**src/rtl/max_pool_2x2_pkg.sv**
```systemverilog
// Shared definitions for the 2x2 max-pooling stage.
// Contents:
//   WRITE_ENB / WRITE_DIS : SRAM write-request encodings
//   PARM_ROW / PARM_CH    : parameter SRAM word offsets
//   pool_state_t          : pooling FSM states
//   ADDR_W                : SRAM address width (address math is done at this width)
package max_pool_2x2_pkg;

    localparam logic WRITE_ENB = 1'b1;
    localparam logic WRITE_DIS = 1'b0;

    localparam int PARM_ROW = 0;
    localparam int PARM_CH  = 1;

    localparam int ADDR_W = 32;
    localparam int DATA_W = 32;

    typedef enum logic [2:0] {
        IDLE,
        LD_PARM,
        RD,
        WR,
        FIN
    } pool_state_t;

endpackage

```
**src/rtl/sp_ram_intf.sv**
```systemverilog
// Single-port SRAM interface shared by the accelerator blocks.
// Signals:
//   cs     : chip select
//   oe     : output enable
//   W_req  : write request (WRITE_ENB / WRITE_DIS)
//   addr   : word address, registered inside the SRAM
//   W_data : write data
//   R_data : read data, valid the cycle after cs/addr are presented
interface sp_ram_intf;

    logic        cs;
    logic        oe;
    logic        W_req;
    logic [31:0] addr;
    logic [31:0] W_data;
    logic [31:0] R_data;

    modport compute (output cs, oe, W_req, addr, W_data, input R_data);
    modport memory  (input cs, oe, W_req, addr, W_data, output R_data);

endinterface

```
**src/rtl/pool_addr_gen.sv**
```systemverilog
// Window / output address generator for the 2x2 max-pooling stage.
// Walks ox (innermost), oy, c over the pooled map and tracks the
// input window base address and the sequential output address.
// Ports:
//   clk, rstn     : clock, async active-low reset
//   clr           : restart all counters at 0
//   adv           : step to the next window (issued once per write)
//   num_row       : input height/width R
//   num_ch        : channel count
//   rd_sel        : which of the four window reads (0:+0 1:+1 2:+R 3:+R+1)
//   rd_addr       : input SRAM address for the selected read
//   wr_addr       : pooled SRAM address for the current window
//   last_window   : current window is the last window of the last channel
module pool_addr_gen
    import max_pool_2x2_pkg::*;
#(
    parameter int ROW_W = 6,
    parameter int CH_W  = 9
) (
    input  logic              clk,
    input  logic              rstn,
    input  logic              clr,
    input  logic              adv,
    input  logic [ROW_W-1:0]  num_row,
    input  logic [CH_W-1:0]   num_ch,
    input  logic [1:0]        rd_sel,
    output logic [ADDR_W-1:0] rd_addr,
    output logic [ADDR_W-1:0] wr_addr,
    output logic              last_window
);

    logic [ROW_W-1:0]  pool_p;
    logic [ROW_W-1:0]  p_last;
    logic [CH_W-1:0]   ch_last;
    logic [ADDR_W-1:0] row32;
    logic [ADDR_W-1:0] plane;
    logic [ADDR_W-1:0] row2;
    logic [ADDR_W-1:0] offset;

    logic [ROW_W-1:0]  ox;
    logic [ROW_W-1:0]  oy;
    logic [CH_W-1:0]   c;
    logic [ADDR_W-1:0] ch_base;   // c*R*R
    logic [ADDR_W-1:0] row_base;  // c*R*R + 2*oy*R
    logic [ADDR_W-1:0] base;      // row_base + 2*ox
    logic [ADDR_W-1:0] out_addr;

    // Odd R drops the last row/column simply because P floors and the
    // walk never goes past window P-1 in either direction.
    assign pool_p  = num_row >> 1;
    assign p_last  = pool_p - ROW_W'(1);
    assign ch_last = num_ch - CH_W'(1);
    assign row32   = ADDR_W'(num_row);
    assign plane   = row32 * row32;
    assign row2    = row32 << 1;

    always_ff @(posedge clk or negedge rstn) begin
        if (!rstn) begin
            ox       <= '0;
            oy       <= '0;
            c        <= '0;
            ch_base  <= '0;
            row_base <= '0;
            base     <= '0;
            out_addr <= '0;
        end else if (clr) begin
            ox       <= '0;
            oy       <= '0;
            c        <= '0;
            ch_base  <= '0;
            row_base <= '0;
            base     <= '0;
            out_addr <= '0;
        end else if (adv) begin
            out_addr <= out_addr + ADDR_W'(1);
            if (ox == p_last) begin
                ox <= '0;
                if (oy == p_last) begin
                    // next channel: all bases jump to the next plane
                    oy       <= '0;
                    c        <= c + CH_W'(1);
                    ch_base  <= ch_base + plane;
                    row_base <= ch_base + plane;
                    base     <= ch_base + plane;
                end else begin
                    // next window row is two input rows down
                    oy       <= oy + ROW_W'(1);
                    row_base <= row_base + row2;
                    base     <= row_base + row2;
                end
            end else begin
                ox   <= ox + ROW_W'(1);
                base <= base + ADDR_W'(2);
            end
        end
    end

    always_comb begin
        offset = '0;
        case (rd_sel)
            2'd0:    offset = '0;
            2'd1:    offset = ADDR_W'(1);
            2'd2:    offset = row32;
            default: offset = row32 + ADDR_W'(1);
        endcase
    end

    assign rd_addr     = base + offset;
    assign wr_addr     = out_addr;
    assign last_window = (ox == p_last) && (oy == p_last) && (c == ch_last);

endmodule

```
**src/rtl/max_pool_2x2.sv**
```systemverilog
// Stride-2 2x2 max-pooling stage over a CHW feature map.
// After start, reads R and num_CH from the parameter SRAM, then for every
// 2x2 window reads four signed 8-bit activations, keeps the signed max,
// and writes it sign-extended to 16 bits into the pooled SRAM.
// Ports:
//   clk, rstn    : clock, async active-low reset
//   start        : one-cycle start pulse, only honoured in IDLE
//   finish       : one-cycle done pulse
//   param_intf   : parameter SRAM (word 0 = num_row, word 1 = num_CH)
//   input_intf   : conv output SRAM, read only
//   output_intf  : pooled SRAM, write only
module max_pool_2x2
    import max_pool_2x2_pkg::*;
#(
    parameter int ROW_W = 6,
    parameter int CH_W  = 9
) (
    input  logic          clk,
    input  logic          rstn,
    input  logic          start,
    output logic          finish,
    sp_ram_intf.compute   param_intf,
    sp_ram_intf.compute   input_intf,
    sp_ram_intf.compute   output_intf
);

    pool_state_t       state;
    pool_state_t       next_state;
    logic [2:0]        cnt;
    logic [ROW_W-1:0]  num_row;
    logic [CH_W-1:0]   num_ch;
    logic [7:0]        max_q;
    logic [7:0]        sample;
    logic [ROW_W-1:0]  pool_p;
    logic              clr;
    logic              adv;
    logic [ADDR_W-1:0] rd_addr;
    logic [ADDR_W-1:0] wr_addr;
    logic              last_window;
    logic              unused_rdata;

    assign sample = input_intf.R_data[7:0];
    assign pool_p = num_row >> 1;

    // ---------------------------------------------------------------
    // State register, phase counter, parameter and max registers
    // ---------------------------------------------------------------
    always_ff @(posedge clk or negedge rstn) begin
        if (!rstn) begin
            state <= IDLE;
            cnt   <= '0;
        end else begin
            state <= next_state;
            if (state != next_state || state == IDLE)
                cnt <= '0;
            else
                cnt <= cnt + 3'd1;
        end
    end

    always_ff @(posedge clk or negedge rstn) begin
        if (!rstn) begin
            num_row <= '0;
            num_ch  <= '0;
        end else if (state == LD_PARM) begin
            // read data lags the issued address by one cycle
            if (cnt == 3'd1) num_row <= param_intf.R_data[ROW_W-1:0];
            if (cnt == 3'd2) num_ch  <= param_intf.R_data[CH_W-1:0];
        end
    end

    always_ff @(posedge clk or negedge rstn) begin
        if (!rstn) begin
            max_q <= '0;
        end else if (state == RD && cnt != 3'd0) begin
            // first sample loads unconditionally so stale maxima never leak
            if (cnt == 3'd1 || $signed(sample) > $signed(max_q))
                max_q <= sample;
        end
    end

    // ---------------------------------------------------------------
    // Next-state logic
    // ---------------------------------------------------------------
    always_comb begin
        next_state = state;
        case (state)
            IDLE:    if (start) next_state = LD_PARM;
            LD_PARM: begin
                if (cnt == 3'd2) begin
                    if (pool_p == '0 || param_intf.R_data[CH_W-1:0] == '0)
                        next_state = FIN;
                    else
                        next_state = RD;
                end
            end
            RD:      if (cnt == 3'd4) next_state = WR;
            WR:      next_state = last_window ? FIN : RD;
            FIN:     next_state = IDLE;
            default: next_state = IDLE;
        endcase
    end

    assign clr = (state == LD_PARM) && (cnt == 3'd2);
    assign adv = (state == WR);

    pool_addr_gen #(
        .ROW_W (ROW_W),
        .CH_W  (CH_W)
    ) u_addr_gen (
        .clk         (clk),
        .rstn        (rstn),
        .clr         (clr),
        .adv         (adv),
        .num_row     (num_row),
        .num_ch      (num_ch),
        .rd_sel      (cnt[1:0]),
        .rd_addr     (rd_addr),
        .wr_addr     (wr_addr),
        .last_window (last_window)
    );

    // ---------------------------------------------------------------
    // SRAM controls (decoded from registered state, so reset clears
    // them immediately)
    // ---------------------------------------------------------------
    always_comb begin
        param_intf.cs     = 1'b0;
        param_intf.oe     = 1'b1;
        param_intf.W_req  = WRITE_DIS;
        param_intf.W_data = '0;
        param_intf.addr   = ADDR_W'(PARM_ROW);
        if (state == LD_PARM && cnt < 3'd2) begin
            param_intf.cs   = 1'b1;
            param_intf.addr = (cnt == 3'd1) ? ADDR_W'(PARM_CH) : ADDR_W'(PARM_ROW);
        end
    end

    always_comb begin
        input_intf.cs     = 1'b0;
        input_intf.oe     = 1'b1;
        input_intf.W_req  = WRITE_DIS;
        input_intf.W_data = '0;
        input_intf.addr   = '0;
        if (state == RD && cnt < 3'd4) begin
            input_intf.cs   = 1'b1;
            input_intf.addr = rd_addr;
        end
    end

    always_comb begin
        output_intf.cs     = 1'b0;
        output_intf.oe     = 1'b1;
        output_intf.W_req  = WRITE_DIS;
        output_intf.W_data = '0;
        output_intf.addr   = '0;
        if (state == WR) begin
            output_intf.cs     = 1'b1;
            output_intf.W_req  = WRITE_ENB;
            output_intf.addr   = wr_addr;
            output_intf.W_data = {16'h0, {8{max_q[7]}}, max_q};
        end
    end

    assign finish = (state == FIN);

    // upper read-data bits and the pooled SRAM read port carry nothing here
    assign unused_rdata = ^{param_intf.R_data, input_intf.R_data, output_intf.R_data};

endmodule

```
**src/flat_wrapper.sv**
```systemverilog
// flat-port wrapper written by rule: the top's interface ports become plain ports
module max_pool_2x2_flat import max_pool_2x2_pkg::*;
#(
    parameter int ROW_W = 6,
    parameter int CH_W  = 9
)
  (clk, rstn, start, finish, param_intf_cs, param_intf_oe, param_intf_W_req, param_intf_addr, param_intf_W_data, param_intf_R_data, input_intf_cs, input_intf_oe, input_intf_W_req, input_intf_addr, input_intf_W_data, input_intf_R_data, output_intf_cs, output_intf_oe, output_intf_W_req, output_intf_addr, output_intf_W_data, output_intf_R_data);
  sp_ram_intf param_intf_i ();
  sp_ram_intf input_intf_i ();
  sp_ram_intf output_intf_i ();
  input  logic clk;
  input  logic rstn;
  input  logic start;
  output logic finish;
  output wire logic [$bits(param_intf_i.cs)-1:0] param_intf_cs;
  output wire logic [$bits(param_intf_i.oe)-1:0] param_intf_oe;
  output wire logic [$bits(param_intf_i.W_req)-1:0] param_intf_W_req;
  output wire logic [$bits(param_intf_i.addr)-1:0] param_intf_addr;
  output wire logic [$bits(param_intf_i.W_data)-1:0] param_intf_W_data;
  input wire logic [$bits(param_intf_i.R_data)-1:0] param_intf_R_data;
  output wire logic [$bits(input_intf_i.cs)-1:0] input_intf_cs;
  output wire logic [$bits(input_intf_i.oe)-1:0] input_intf_oe;
  output wire logic [$bits(input_intf_i.W_req)-1:0] input_intf_W_req;
  output wire logic [$bits(input_intf_i.addr)-1:0] input_intf_addr;
  output wire logic [$bits(input_intf_i.W_data)-1:0] input_intf_W_data;
  input wire logic [$bits(input_intf_i.R_data)-1:0] input_intf_R_data;
  output wire logic [$bits(output_intf_i.cs)-1:0] output_intf_cs;
  output wire logic [$bits(output_intf_i.oe)-1:0] output_intf_oe;
  output wire logic [$bits(output_intf_i.W_req)-1:0] output_intf_W_req;
  output wire logic [$bits(output_intf_i.addr)-1:0] output_intf_addr;
  output wire logic [$bits(output_intf_i.W_data)-1:0] output_intf_W_data;
  input wire logic [$bits(output_intf_i.R_data)-1:0] output_intf_R_data;
  assign param_intf_cs = param_intf_i.cs;
  assign param_intf_oe = param_intf_i.oe;
  assign param_intf_W_req = param_intf_i.W_req;
  assign param_intf_addr = param_intf_i.addr;
  assign param_intf_W_data = param_intf_i.W_data;
  assign param_intf_i.R_data = param_intf_R_data;
  assign input_intf_cs = input_intf_i.cs;
  assign input_intf_oe = input_intf_i.oe;
  assign input_intf_W_req = input_intf_i.W_req;
  assign input_intf_addr = input_intf_i.addr;
  assign input_intf_W_data = input_intf_i.W_data;
  assign input_intf_i.R_data = input_intf_R_data;
  assign output_intf_cs = output_intf_i.cs;
  assign output_intf_oe = output_intf_i.oe;
  assign output_intf_W_req = output_intf_i.W_req;
  assign output_intf_addr = output_intf_i.addr;
  assign output_intf_W_data = output_intf_i.W_data;
  assign output_intf_i.R_data = output_intf_R_data;
  max_pool_2x2 #(.ROW_W(ROW_W), .CH_W(CH_W)) u_core (.clk(clk), .rstn(rstn), .start(start), .finish(finish), .param_intf(param_intf_i), .input_intf(input_intf_i), .output_intf(output_intf_i));
endmodule
```
**config.mk**
```make
export PLATFORM = sky130hd
export DESIGN_NAME = max_pool_2x2_flat
export DESIGN_NICKNAME = d
export VERILOG_FILES = /design/src/rtl/max_pool_2x2_pkg.sv /design/src/rtl/sp_ram_intf.sv /design/src/rtl/pool_addr_gen.sv /design/src/rtl/max_pool_2x2.sv /design/src/flat_wrapper.sv
export SDC_FILE = /design/constraint.sdc
export NUM_CORES = 1
export LEC_CHECK = 0
export ABC_CLOCK_PERIOD_IN_PS = 6200
export CAP_MARGIN = 20
export CORE_MARGIN = 4
export CORE_UTILIZATION = 40
export DETAILED_ROUTE_END_ITERATION = 8
export PLACE_DENSITY = 0.63
export SYNTH_ARGS = -nofsm -noshare
export SYNTH_HDL_FRONTEND = slang
export SYNTH_SLANG_ARGS = --single-unit
```
**constraint.sdc**
```tcl
create_clock -name clk -period 6.2 [get_ports clk]
set_input_delay 1.24 -clock clk [delete_from_list [all_inputs] [get_ports clk]]
set_output_delay 1.24 -clock clk [all_outputs]
set_load 0.05 [all_outputs]
```
==> results.cfg <==
[layout]
fin_area_mm2 = 0.01571
area_growth_pct = 11.08
drive_gt1_share_pct = 6.071
layout_common_cells = 189 x nand2_1, 178 x dfrtp_1, 149 x nor2_1
final_nets = 1940
final_common_cell = nand2_1
antennaDiodeCount = 0

[setup_path]
cp_max_fo = 7
end_kind = output port
startpoint_type = register
required_ns = 4.96
critPathKind = register to output port
worstPathArrival_ns = 4.58

[synth]
synthFlopType = dfrtp_1
synth-seq-cells = 178
ys_warn_count = 0
synth.distinct_cells = 85
yosys.area_share.simple_pct = 24.77
netlist_area_mm2 = 0.01414
synth_edf_count = 0
synth-compound-area-share_pct = 14.17
async_flop_share_pct = 100.0
synth_xor_area_share_pct = 8.920
synth_top_family_by_area = simple AND/OR/NAND/NOR gates
syn_inst = 1711
synth_seq_area_share_pct = 31.50
synthMuxAreaShare_pct = 1.894
synth_area_per_cell_um2 = 8.264
synth-adder-area-share_pct = 7.486

[run_status]
status = finished, final reports clean

[floorplanning]
rows = 68
start_util_pct = 40.73
die_area_mm2 = 0.03842
die_w_um = 196.0
io_pins = 301
core_area_mm2 = 0.03471
dieHeight_um = 196.0

[drt]
dr.pass1.iters = 5
drt_wl_total_mm = 36.19
drc = 0
route.antenna.remaining_nets = 0
avgViaCountPerCell = 5.353
avgRoutedWirePerCell_um = 16.20
drt_iter0_markers = 790
num_vias = 11960

[clock_network]
cts_tree = done
htree_levels = 4
cts_buffers = 17
insertion_delay_ns = 0.45
clockBufferDepth = 2
cts.clk_slew.worst_paths_ns = 0.08
clockRootBuffer = clkbuf_16
numClockSinks = 178

[timing]
rsz0062_at_grt = no
skew_ns = 0.02252
fin_ws_ns = 0.3832
whs_ns = 0.4797
worstMarginPinSlew_ns = 1.127
max_freq_ghz = 0.1719
period_needed_ns = 5.817
finalHoldViolations = 0
period_share_pct = 93.82
finalSetupTns_ns = 0
timing.slew.headroom_pct = 24.66
setup_viol = 0
drv_slew = 0

[global_routing]
overflow = 0
grt_max_degree = 178
grt_pass1_wl_mm = 59.42
antenna_found_initial = 0
grt_pass1_vias = 11690
grtUsageTotal_pct = 18.50

[place]
place_area_mm2 = 0.01508
numPortBuffers = 105
hpwl_mm = 25.97
globalplace.congestion = 0.8917
post-place-ws_ns = 0.5533

[pwr]
p_leak_nw = 7.119
fin_total_pwr_mw = 7.602
ir_drop_uv = 570.5
powerDensity_mw_per_mm2 = 484.0

[flow_run]
maxCapViolCount = 0

[hold_path]
hold_path.class = register to register
registers in the layout (all words and copies together), names as in the netlist:
signal                      count
u_core.u_addr_gen.wr_addr      32
u_core.u_addr_gen.c             9
u_core.state                    3
u_core.u_addr_gen.base         32
u_core.cnt                      3
u_core.num_ch                   9
u_core.u_addr_gen.ch_base      32
u_core.u_addr_gen.ox            6
u_core.u_addr_gen.row_base     32
u_core.num_row                  6
u_core.u_addr_gen.oy            6
u_core.max_q                    8
metrics by stage:
| stage | utilization [%] | instances |
|---|---|---|
| floorplan | - | 1825 |
| global route | 45.25 | 2234 |
| finish | 45.25 | 2234 |
| global placement | 43.41 | 2200 |
| detailed placement | 43.44 | 2201 |
| CTS | 45.13 | 2233 |
final timing paths:
kind,slack (ns),depth (start not counted),from,endpoint
setup / recovery,0.38,16,u_core.cnt[0],input_intf_addr[16]
hold / removal,0.48,2,u_core.u_addr_gen.ch_base[2],u_core.u_addr_gen.ch_base[2]
setup reg to reg,0.75,17,u_core.num_row[1],u_core.u_addr_gen.base[15]
hold reg to reg,0.48,2,u_core.u_addr_gen.ch_base[2],u_core.u_addr_gen.ch_base[2]
max in group asynchronous,4.51,2,rstn,u_core.u_addr_gen.base[14]
min in group asynchronous,0.56,1,rstn,u_core.max_q[2]
where the power goes:
| part | switching [mW] | internal [mW] |
|---|---|---|
| Combinational | 3.15 | 1.74 |
| Clock | 0.551 | 0.541 |
| Sequential | 0.255 | 1.37 |
cell usage after synthesis, drive strengths merged (11+ instances only):
library cell | count | area share, %
fa | 16 | 2.3
nand3 | 67 | 2.5
nor4 | 27 | 1.3
and2 | 50 | 2.2
o211ai | 20 | 1.1
and3 | 25 | 1.1
or3 | 24 | 1.1
mux2i | 11 | 0.78
o31ai | 11 | 0.62
mux2 | 14 | 1.1
nor3 | 46 | 1.9
nand4 | 36 | 1.6
clkbuf | 48 | 1.3
buf | 159 | 8.0
dfrtp | 178 | 32
nor2 | 152 | 4.1
a211oi | 16 | 0.88
ha | 59 | 5.2
a21o | 14 | 0.74
nand2b | 12 | 0.53
nand2 | 189 | 5.0
inv | 72 | 1.9
a21oi | 84 | 3.0
xnor2 | 62 | 3.8
xor2 | 82 | 5.1
o21ai | 95 | 3.4
worst max-delay path, stage by stage (launching register included):
cell	delay, ns
dfrtp_1	0.42
inv_1	0.13
ha_1	0.28
a211oi_1	0.10
a21oi_1	0.13
ha_1	0.27
inv_1	0.08
fa_1	0.38
nor2b_1	0.16
o21a_1	0.15
o21ai_1	0.09
a21oi_1	0.32
o211ai_1	0.13
buf_4	0.18
or3_1	0.33
a21oi_1	0.15
clkdlybuf4s50_1	0.81
kinds of logic (layout without fill, tap and decap cells):
kind of cell / after synthesis / in the layout
AO/OA/AOI/OAI: 316 / 316
multiplexers: 25 / 25
buffers and inverters: 281 / 235
adder cells (fa/ha/maj): 75 / 75
other: 2 / 116
flip-flops: 178 / 178
AND/OR/NAND/NOR: 690 / 690
XOR/XNOR: 144 / 144
metal layers:
metal / vias up / wire length [µm] / global-route usage [%]
met1: 5749 / 16630 / 25.14
met3: 43 / 1954 / 3.486
met5: - / 0 / 0
li1: 5829 / - / -
met2: 337 / 17110 / 30.55
met4: 0 / 500 / 4.681
area by class of cell:
type	count	area, µm²
clock buffer	17	425.4
clock inverter	15	162.7
fill	3436	19010
inverter	74	277.8
multi-input combinational	1366	8542
sequential	178	4454
tap	455	569.3
timing repair buffer	129	1275
timing repair:
item	4_1_cts	5_1_grt
setup endpoints to repair	0	7
hold buffers	0	0
resized for setup	0	5
setup buffers	0	0
(Power assumes the default switching activity.)
